### config.mk
export PLATFORM = sky130hd
export DESIGN_NAME = wb_commit
export DESIGN_NICKNAME = d
export VERILOG_FILES = /design/src/rtl/wb_commit_pkg.sv /design/src/rtl/wb_csr_file.sv /design/src/rtl/wb_commit.sv
export SDC_FILE = /design/constraint.sdc
export NUM_CORES = 1
export LEC_CHECK = 0
export ABC_AREA = 1
export CORE_MARGIN = 10
export CORE_UTILIZATION = 30
export CTS_CLUSTER_DIAMETER = 60
export DETAILED_ROUTE_END_ITERATION = 16
export PLACE_DENSITY = 0.65
export SLEW_MARGIN = 20
export SYNTH_ARGS = -nofsm -noshare
export SYNTH_HDL_FRONTEND = slang
export SYNTH_SLANG_ARGS = --single-unit
### constraint.sdc
create_clock -name clock -period 1.9 [get_ports clock]
set_input_delay 0.38 -clock clock [delete_from_list [all_inputs] [get_ports clock]]
set_output_delay 0.38 -clock clock [all_outputs]
set_load 0.05 [all_outputs]
### src/rtl/wb_commit_pkg.sv
// Shared constants for the writeback/commit stage: CSR addresses, mstatus bit
// positions and the commit FSM state encoding.
package wb_commit_pkg;

    localparam logic [11:0] CSR_MSTATUS  = 12'h300;
    localparam logic [11:0] CSR_MTVEC    = 12'h305;
    localparam logic [11:0] CSR_MSCRATCH = 12'h340;
    localparam logic [11:0] CSR_MEPC     = 12'h341;
    localparam logic [11:0] CSR_MCAUSE   = 12'h342;
    localparam logic [11:0] CSR_MCYCLE   = 12'hB00;
    localparam logic [11:0] CSR_MINSTRET = 12'hB02;

    localparam int MSTATUS_MIE  = 3;
    localparam int MSTATUS_MPIE = 7;

    localparam logic [0:0] WB_RUN   = 1'b0;
    localparam logic [0:0] WB_FLUSH = 1'b1;

endpackage

### src/rtl/wb_csr_file.sv
// Machine-mode CSR storage, write decode, read mux and counters.
// Counters exist only when WB_COUNTERS_EN is defined.
module wb_csr_file
    import wb_commit_pkg::*;
#(
    parameter int              XLEN        = 64,
    parameter logic [XLEN-1:0] MTVEC_RESET = 64'h0000_0000_8000_0000
) (
    input  logic            clock,
    input  logic            reset,
    input  logic            csr_we_i,
    input  logic [11:0]     csr_addr_i,
    input  logic [XLEN-1:0] csr_wdata_i,
    input  logic            trap_i,
    input  logic            mret_i,
    input  logic            retire_i,
    input  logic [XLEN-1:0] trap_pc_i,
    input  logic [XLEN-1:0] trap_cause_i,
    input  logic [11:0]     csr_raddr_i,
    output logic [XLEN-1:0] csr_rdata_o,
    output logic [XLEN-1:0] trap_vec_o,
    output logic [XLEN-1:0] mepc_o
);

    logic            mie_r;
    logic            mpie_r;
    logic [XLEN-1:0] mtvec_r;
    logic [XLEN-1:0] mscratch_r;
    logic [XLEN-1:0] mepc_r;
    logic [XLEN-1:0] mcause_r;

    // mstatus: trap entry and MRET take precedence over a software write
    always_ff @(posedge clock or negedge reset) begin
        if (!reset) begin
            mie_r  <= 1'b0;
            mpie_r <= 1'b0;
        end else if (trap_i) begin
            mpie_r <= mie_r;
            mie_r  <= 1'b0;
        end else if (mret_i) begin
            mie_r  <= mpie_r;
            mpie_r <= 1'b1;
        end else if (csr_we_i && (csr_addr_i == CSR_MSTATUS)) begin
            mie_r  <= csr_wdata_i[MSTATUS_MIE];
            mpie_r <= csr_wdata_i[MSTATUS_MPIE];
        end
    end

    // Plain CSRs; csr_we_i is never set together with trap_i
    always_ff @(posedge clock or negedge reset) begin
        if (!reset) begin
            mtvec_r    <= MTVEC_RESET;
            mscratch_r <= {XLEN{1'b0}};
            mepc_r     <= {XLEN{1'b0}};
            mcause_r   <= {XLEN{1'b0}};
        end else if (trap_i) begin
            mepc_r   <= trap_pc_i;
            mcause_r <= trap_cause_i;
        end else if (csr_we_i) begin
            case (csr_addr_i)
                CSR_MTVEC:    mtvec_r    <= csr_wdata_i;
                CSR_MSCRATCH: mscratch_r <= csr_wdata_i;
                CSR_MEPC:     mepc_r     <= {csr_wdata_i[XLEN-1:2], 2'b00};
                CSR_MCAUSE:   mcause_r   <= csr_wdata_i;
                default:      mtvec_r    <= mtvec_r;
            endcase
        end
    end

`ifdef WB_COUNTERS_EN
    localparam logic [XLEN-1:0] ONE = {{(XLEN-1){1'b0}}, 1'b1};

    logic [XLEN-1:0] mcycle_r;
    logic [XLEN-1:0] minstret_r;

    // Free-running counters; a software write wins over that cycle's increment
    always_ff @(posedge clock or negedge reset) begin
        if (!reset) begin
            mcycle_r   <= {XLEN{1'b0}};
            minstret_r <= {XLEN{1'b0}};
        end else begin
            if (csr_we_i && (csr_addr_i == CSR_MCYCLE)) begin
                mcycle_r <= csr_wdata_i;
            end else begin
                mcycle_r <= mcycle_r + ONE;
            end
            if (csr_we_i && (csr_addr_i == CSR_MINSTRET)) begin
                minstret_r <= csr_wdata_i;
            end else if (retire_i) begin
                minstret_r <= minstret_r + ONE;
            end
        end
    end
`else
    logic unused_retire_s;
    assign unused_retire_s = retire_i;
`endif

    // Read mux returns pre-edge values; unmapped addresses read zero
    always_comb begin
        csr_rdata_o = {XLEN{1'b0}};
        case (csr_raddr_i)
            CSR_MSTATUS: begin
                csr_rdata_o[MSTATUS_MIE]  = mie_r;
                csr_rdata_o[MSTATUS_MPIE] = mpie_r;
            end
            CSR_MTVEC:    csr_rdata_o = mtvec_r;
            CSR_MSCRATCH: csr_rdata_o = mscratch_r;
            CSR_MEPC:     csr_rdata_o = mepc_r;
            CSR_MCAUSE:   csr_rdata_o = mcause_r;
`ifdef WB_COUNTERS_EN
            CSR_MCYCLE:   csr_rdata_o = mcycle_r;
            CSR_MINSTRET: csr_rdata_o = minstret_r;
`endif
            default:      csr_rdata_o = {XLEN{1'b0}};
        endcase
    end

    assign trap_vec_o = {mtvec_r[XLEN-1:2], 2'b00};
    assign mepc_o     = mepc_r;

endmodule

### src/rtl/wb_commit.sv
// Writeback/commit stage: regfile write register, trap/MRET redirect FSM and
// machine CSRs (counters optional via WB_COUNTERS_EN).
module wb_commit
    import wb_commit_pkg::*;
#(
    parameter int              XLEN         = 64,
    parameter int              FLUSH_CYCLES = 2,
    parameter logic [XLEN-1:0] MTVEC_RESET  = 64'h0000_0000_8000_0000
) (
    input  logic            clock,
    input  logic            reset,
    input  logic            valid_i,
    input  logic            wen_i,
    input  logic [4:0]      rd_i,
    input  logic [XLEN-1:0] wdata_i,
    input  logic            csr_wen_i,
    input  logic [11:0]     csr_addr_i,
    input  logic [XLEN-1:0] csr_wdata_i,
    input  logic            exception_i,
    input  logic [XLEN-1:0] mcause_i,
    input  logic [XLEN-1:0] pc_i,
    input  logic            mret_i,
    input  logic [11:0]     csr_raddr_i,
    output logic [XLEN-1:0] csr_rdata_o,
    output logic            rf_wen_o,
    output logic [4:0]      rf_rd_o,
    output logic [XLEN-1:0] rf_wdata_o,
    output logic            redirect_valid_o,
    output logic [XLEN-1:0] redirect_pc_o,
    output logic            flush_o,
    output logic            retire_o
);

    localparam logic [3:0] FLUSH_LAST = 4'(FLUSH_CYCLES - 1);

    logic [0:0]      state_r;
    logic [3:0]      flush_cnt_r;
    logic            live_s;
    logic            trap_s;
    logic            mret_s;
    logic            csr_we_s;
    logic            retire_s;
    logic            rf_we_s;
    logic [XLEN-1:0] trap_vec_s;
    logic [XLEN-1:0] mepc_s;

    // Anything arriving while flushing is dropped without side effects
    assign live_s   = valid_i & (state_r == WB_RUN);
    assign trap_s   = live_s & exception_i;
    assign mret_s   = live_s & mret_i & ~exception_i;
    assign csr_we_s = live_s & csr_wen_i & ~exception_i;
    assign retire_s = live_s & ~exception_i;
    assign rf_we_s  = live_s & wen_i & ~exception_i & (rd_i != 5'd0);

    wb_csr_file #(
        .XLEN        (XLEN),
        .MTVEC_RESET (MTVEC_RESET)
    ) u_csr (
        .clock        (clock),
        .reset        (reset),
        .csr_we_i     (csr_we_s),
        .csr_addr_i   (csr_addr_i),
        .csr_wdata_i  (csr_wdata_i),
        .trap_i       (trap_s),
        .mret_i       (mret_s),
        .retire_i     (retire_s),
        .trap_pc_i    (pc_i),
        .trap_cause_i (mcause_i),
        .csr_raddr_i  (csr_raddr_i),
        .csr_rdata_o  (csr_rdata_o),
        .trap_vec_o   (trap_vec_s),
        .mepc_o       (mepc_s)
    );

    // Regfile write port and retire pulse, one cycle behind the memory stage
    always_ff @(posedge clock or negedge reset) begin
        if (!reset) begin
            rf_wen_o   <= 1'b0;
            rf_rd_o    <= 5'd0;
            rf_wdata_o <= {XLEN{1'b0}};
            retire_o   <= 1'b0;
        end else begin
            rf_wen_o <= rf_we_s;
            retire_o <= retire_s;
            if (rf_we_s) begin
                rf_rd_o    <= rd_i;
                rf_wdata_o <= wdata_i;
            end
        end
    end

    // Commit FSM: redirect pulses on the first flush cycle, flush lasts FLUSH_CYCLES
    always_ff @(posedge clock or negedge reset) begin
        if (!reset) begin
            state_r          <= WB_RUN;
            flush_cnt_r      <= 4'd0;
            redirect_valid_o <= 1'b0;
            redirect_pc_o    <= {XLEN{1'b0}};
            flush_o          <= 1'b0;
        end else begin
            case (state_r)
                WB_RUN: begin
                    redirect_valid_o <= 1'b0;
                    flush_o          <= 1'b0;
                    flush_cnt_r      <= 4'd0;
                    if (trap_s || mret_s) begin
                        state_r          <= WB_FLUSH;
                        redirect_valid_o <= 1'b1;
                        flush_o          <= 1'b1;
                        redirect_pc_o    <= trap_s ? trap_vec_s : mepc_s;
                    end
                end
                WB_FLUSH: begin
                    redirect_valid_o <= 1'b0;
                    if (flush_cnt_r == FLUSH_LAST) begin
                        state_r     <= WB_RUN;
                        flush_o     <= 1'b0;
                        flush_cnt_r <= 4'd0;
                    end else begin
                        flush_cnt_r <= flush_cnt_r + 4'd1;
                    end
                end
                default: begin
                    state_r          <= WB_RUN;
                    flush_cnt_r      <= 4'd0;
                    redirect_valid_o <= 1'b0;
                    flush_o          <= 1'b0;
                end
            endcase
        end
    end

endmodule

Word level (Yosys, flattened, before mapping)
Cells that the tools add are included.
{"block": "classes", "n_addsub": 1, "n_eq_ne": 12, "muxes": 26, "bitwise_logic": 13, "n_reduce_logical": 12}
{"cell": "2-to-1 mux 64 bit", "n": 7}
{"cell": "case mux 56 bit (4 select lines)", "n": 1}
{"cell": "equality test 12 x 10 -> 1 bit (second input constant)", "n": 10}
{"cell": "case mux 3 bit (4 select lines)", "n": 2}
{"cell": "bitwise AND 1 bit", "n": 10}
{"cell": "case mux 1 bit (5 select lines)", "n": 2}
{"cell": "2-to-1 mux 1 bit", "n": 9}
{"cell": "case mux 4 bit (2 select lines)", "n": 1}
{"cell": "case mux 1 bit (2 select lines)", "n": 3}
{"cell": "AND reduction 2 bit", "n": 3}
{"cell": "AND reduction 3 bit", "n": 2}
{"cell": "nonzero test 2 bit", "n": 3}
{"cell": "nonzero test 5 bit", "n": 1}
{"cell": "adder 4 x 1 -> 4 bit (second input constant)", "n": 1}
{"cell": "equality test 4 x 1 -> 1 bit (second input constant)", "n": 1}
{"cell": "2-to-1 mux 4 bit", "n": 1}
{"cell": "NOT 1 bit", "n": 3}
{"cell": "nonzero test 3 bit", "n": 1}
{"cell": "inequality test 2 x 1 -> 1 bit (second input constant)", "n": 1}
{"cell": "logical AND 1 bit", "n": 1}
{"cell": "logical OR 1 bit", "n": 1}
{"block": "totals", "reg_bits": 400, "output_inout_bits": 201, "wordCells": 79}

Longest topological paths before layout
Gate-level depths: netlist (run 1).
{"block": "logic_depth", "depth_word": 8, "depth_mapped": 10, "mapped_depth_nobuf": 9}

Modules after synthesis
A second synthesis (run 1) with hierarchy kept.
{"block": "unflattened", "cells_unflattened": 2625, "area_unflattened_um2": 19942.9}
{"module": "wb_csr_file", "n_inst": 1, "cells_each": 1882, "area_each_um2": 13755.7, "seq_area_each_um2": 6457.4}
{"module": "wb_commit", "n_inst": 1, "cells_each": 743, "area_each_um2": 6187.2, "seq_area_each_um2": 3553.4}

Worst setup path after synthesis (run 1)
No wires, ideal clock.
{"block": "synth_path", "path_type": "input to output", "from": "input port csr_raddr_i[3]", "to": "output port csr_rdata_o[51]", "arrival_time_ns": 1.680, "slack_ns": -0.160, "cell_stages": 5, "path_cell_list": "or2_1 -> nor2_4 -> clkbuf_1 -> nand3_1 -> nand4_1"}
{"block": "synth_via", "elab_chain_cells": 2}
{"item": "from (decl)", "line": "wb_commit.sv:23", "rtl": "input logic [11:0] csr_raddr_i,"}
{"item": "equality test 12 x 10 -> 1 bit", "line": "wb_csr_file.sv:102", "rtl": "case (csr_raddr_i)"}
{"item": "case mux 56 bit (4 select lines) *", "line": "wb_csr_file.sv:102"}
{"item": "to (decl)", "line": "wb_commit.sv:24", "rtl": "output logic [XLEN-1:0] csr_rdata_o,"}
Mark *: on every way between the ends. The rest lies on a longest branch, timed or not.

Worst setup path after layout (run 1)
{"block": "layout_path", "from": "input port csr_raddr_i[2]", "to": "output port csr_rdata_o[43]"}
The elaborated chain is that of the path after synthesis.

==> flow_metrics.tcl, run 1 <==
set metrics [dict create \
    status "complete, but fails checks" \
    violations "setup timing" \
    port-buffer-count 492 \
    gp_congestion 0.846 \
    path_buf_inv 5 \
    max_stage_delay_ns 0.28 \
    finalCritPeriodShare_pct 115 \
    finalCriticalPeriod_ns 2.19 \
    start_util_pct 30.3 \
    dp_cells 3878 \
    required_ns 1.52 \
    drt-pass1-iter-count 5 \
    drive_gt1_share_pct 21.5 \
    clkTransAtPathRegs_ns 0.06 \
    die_width_microns 276 \
    synth_area_sq_um 19600 \
    path_cells "buf_6, or2_4, nor2_4, buf_12, buf_6, buf_16, nand3_2, nand4_1, buf_12" \
    area_growth_pct 59.2 \
    r2r-start "state_r$_DFF_PN0_" \
    synth_top_area_cell "dfrtp_1" \
    critPathMaxFanout 9 \
    start_kind "input pin" \
    io-pin-count 493 \
    synth-seq-cells 400 \
    holdWs_ns 0.304 \
    cts_tree "yes" \
    cap_violations 0 \
    fmax_mhz 457 \
    placement_rows 93 \
    syn_nets 2869 \
    grt_pass1_wl_microns 135000 \
    drt-total-wl_microns 91100 \
    crit_type "in2out" \
    cp-startpoint "csr_raddr_i[2]" \
    die-area_sq_um 75900 \
    clockBufferDepth 3 \
    endpoint_kind "primary output" \
    yosysSeqAreaShare_pct 51.1 \
    grt.total_usage_pct 23.2 \
    setup-violations-final 64 \
    core_area_sq_um 64600 \
    crit_arrival_ns 1.81 \
    syn_inst 2575 \
    antenna_left 0 \
    netlist.area_leader.share_pct 51.0 \
    worstHoldPathType "in2async" \
    vias_per_cell 5.17 \
    avgSynthCellArea_sq_um 7.61 \
    yosys_warnings 0 \
    fin_util_pct 48.3 \
    antenna_found_initial 6 \
    place_ws_ns -0.723 \
    worstMarginPinSlew_ns 0.504 \
    ir_worst_vdd_v 0.000784 \
    detail_route.iter0.violations 2154 \
    crit_family "buffers and inverters" \
    detail_route.wl_per_cell_microns 22.5 \
    power_density_nw_per_um2 1200 \
    grt-ovfl-total 0 \
    clkSinkCount 400 \
    place_area_sq_um 26900 \
    clock_skew_ns 0.0286 \
    hold_viol 0 \
    grt_pass1_vias 21018 \
    clk_latency_ns 0.59 \
    p_leak_nw 14.7 \
    dpl.hpwl_microns 58000 \
    final_nets 3449 \
    final_cells 4050 \
    slew_viol_final 0 \
    slowest_stage "or2_4" \
    cts_root_buffer "clkbuf_16" \
    yosysUniqueCellTypes 31 \
    fin_area_sq_um 31200 \
    setup_ws_ns -0.290 \
    p_total_mw 37.5 \
    rsz0062_at_grt "true" \
    drc 0 \
    ys_top_cells_by_area "dfrtp_1, nand2_1, nand3_1, nand4_1, a31oi_1" \
    cts_buffers 49 \
    tns_ns -15.34 \
    max-slew-margin-rel_pct 66.5 \
    htreeDepth 2 \
    dr_total_vias 20925 \
    grt_max_degree 69 \
    die_h_microns 276 \
]
placed cells by master, fill, tap and decap left out, types with 2 or more instances in the layout:
cell type           n
nand2_2             6
nor2_4             10
buf_16             44
inv_4               2
nand3_4             7
o21ai_1            66
buf_2               3
nand4_1            63
inv_2               4
clkbuf_1           14
clkbuf_16          54
nor3_4              2
clkinv_2            6
diode_2             3
clkdlybuf4s15_1     4
dlygate4sd2_1       7
nand2_1          1123
clkbuf_8            9
clkdlybuf4s50_1   278
nor2_2              5
nand3_2           138
nor2_1             85
buf_8              11
a31oi_1            62
inv_1              82
bufinv_16           3
buf_4             196
nand3_1           310
ha_1                2
buf_6              27
inv_6               4
bufbuf_16           2
nand2_4             7
buf_12            139
dfrtp_1           399
o21ai_0             4
synthesized netlist by cell type:
cell type	number
o21ai_4	1
or2_1	1
nand3_1	454
nor3_1	1
nand3_2	1
clkbuf_1	56
nor2_4	3
o211ai_1	1
dfrtp_1	399
nand2_1	1130
buf_6	18
nand2_2	5
inv_2	3
nor3_2	1
dfstp_2	1
o21a_1	1
o21ai_0	4
xor2_1	1
inv_1	86
buf_2	76
nand2_4	2
nor2_1	93
nor3_4	1
a31oi_1	62
buf_4	21
buf_1	17
o21ai_1	66
nor2_2	4
nand4_1	63
xnor2_1	1
ha_1	2
cell families (layout without fill, tap and decap cells):
family                     Yosys count  in the layout  synth area share [%]
DFF                                400            400                  51.1
AOI/OAI and AO/OA                  135            135                  3.93
buffers and inverters              277            894                  6.89
other                                0              3                     0
and+or+nand+nor                   1759           1759                  37.9
adders and majority gates            2              2                 0.128
xor gates and xnor gates             2              2                0.0894
worst reg2reg max path, stage by stage (launching register included):
cell and delay [ns]:
dfrtp_1 0.42, nor2_4 0.13, nand2_2 0.05, buf_4 0.14
nor3_4 0.20, buf_4 0.17, nand2_4 0.07, buf_12 0.18
nand2_1 0.15, nand2_1 0.07
repair_timing:
| action | in CTS | in global routing |
|---|---|---|
| resized for setup | 266 | 68 |
| hold endpoints to repair | 29 | 0 |
| setup endpoints to repair | 76 | 68 |
| hold buffers | 1 | 0 |
| pin swaps | 67 | 37 |
| buffers inserted | 36 | 6 |
| gates cloned | 40 | 4 |
layer usage:
metal | up-vias | GRT usage, % | wire length, microns
li1 | 9562 | - | -
met1 | 10128 | 29.7 | 37400
met2 | 1039 | 38.3 | 43000
met3 | 190 | 5.00 | 7430
met4 | 6 | 8.23 | 3160
met5 | - | 0 | 32
report_power, final:
part	leakage, nW	internal [mW]	total (mW)	switching, mW
clock network	0.788	5.60	9.45	3.84
registers	5.15	11.2	13.3	2.06
logic	8.80	4.77	14.8	10.0
final timing paths:
kind	end	cells after the start	slack, ns
worst min-delay path	u_csr.mtvec_r[62]$_DFFE_PN0P_	2	0.30
worst max-delay path	csr_rdata_o[43]	9	-0.29
worst min register to register	u_csr.mscratch_r[38]$_DFFE_PN0P_	2	0.47
min in group clock	rf_wdata_o[53]$_DFFE_PN0P_	3	0.32
worst max register to register	u_csr.mscratch_r[23]$_DFFE_PN0P_	9	0.19
max in group asynchronous	u_csr.mepc_o[40]$_DFFE_PN0P_	3	0.80
registers in the layout, summed over array words and instances (netlist names), 4 cells and up:
name,count
redirect_pc_o,64
rf_wdata_o,64
u_csr.mcause_r,64
u_csr.mepc_o,64
u_csr.mscratch_r,64
u_csr.mtvec_r,64
rf_rd_o,5
flush_cnt_r,4
cell type report:
type                            instances  area [sq um]
Antenna cell                            3          7.51
Clock buffer                           73          1430
Clock inverter                         15           179
Fill cell                            6054         33400
Inverter                               89           344
Multi-Input combinational cell       1898          9120
Sequential cell                       400         10000
Tap cell                              855          1070
Timing Repair Buffer                  717          9020
No activity file was read; power rests on OpenSTA's default activity.
==> run 2: changes to the inputs <==
Settings changed: CAP_MARGIN set to 0.
==> results of run 2 <==
Same layout as run 1: the final DEF is identical, and so are final timing and power.
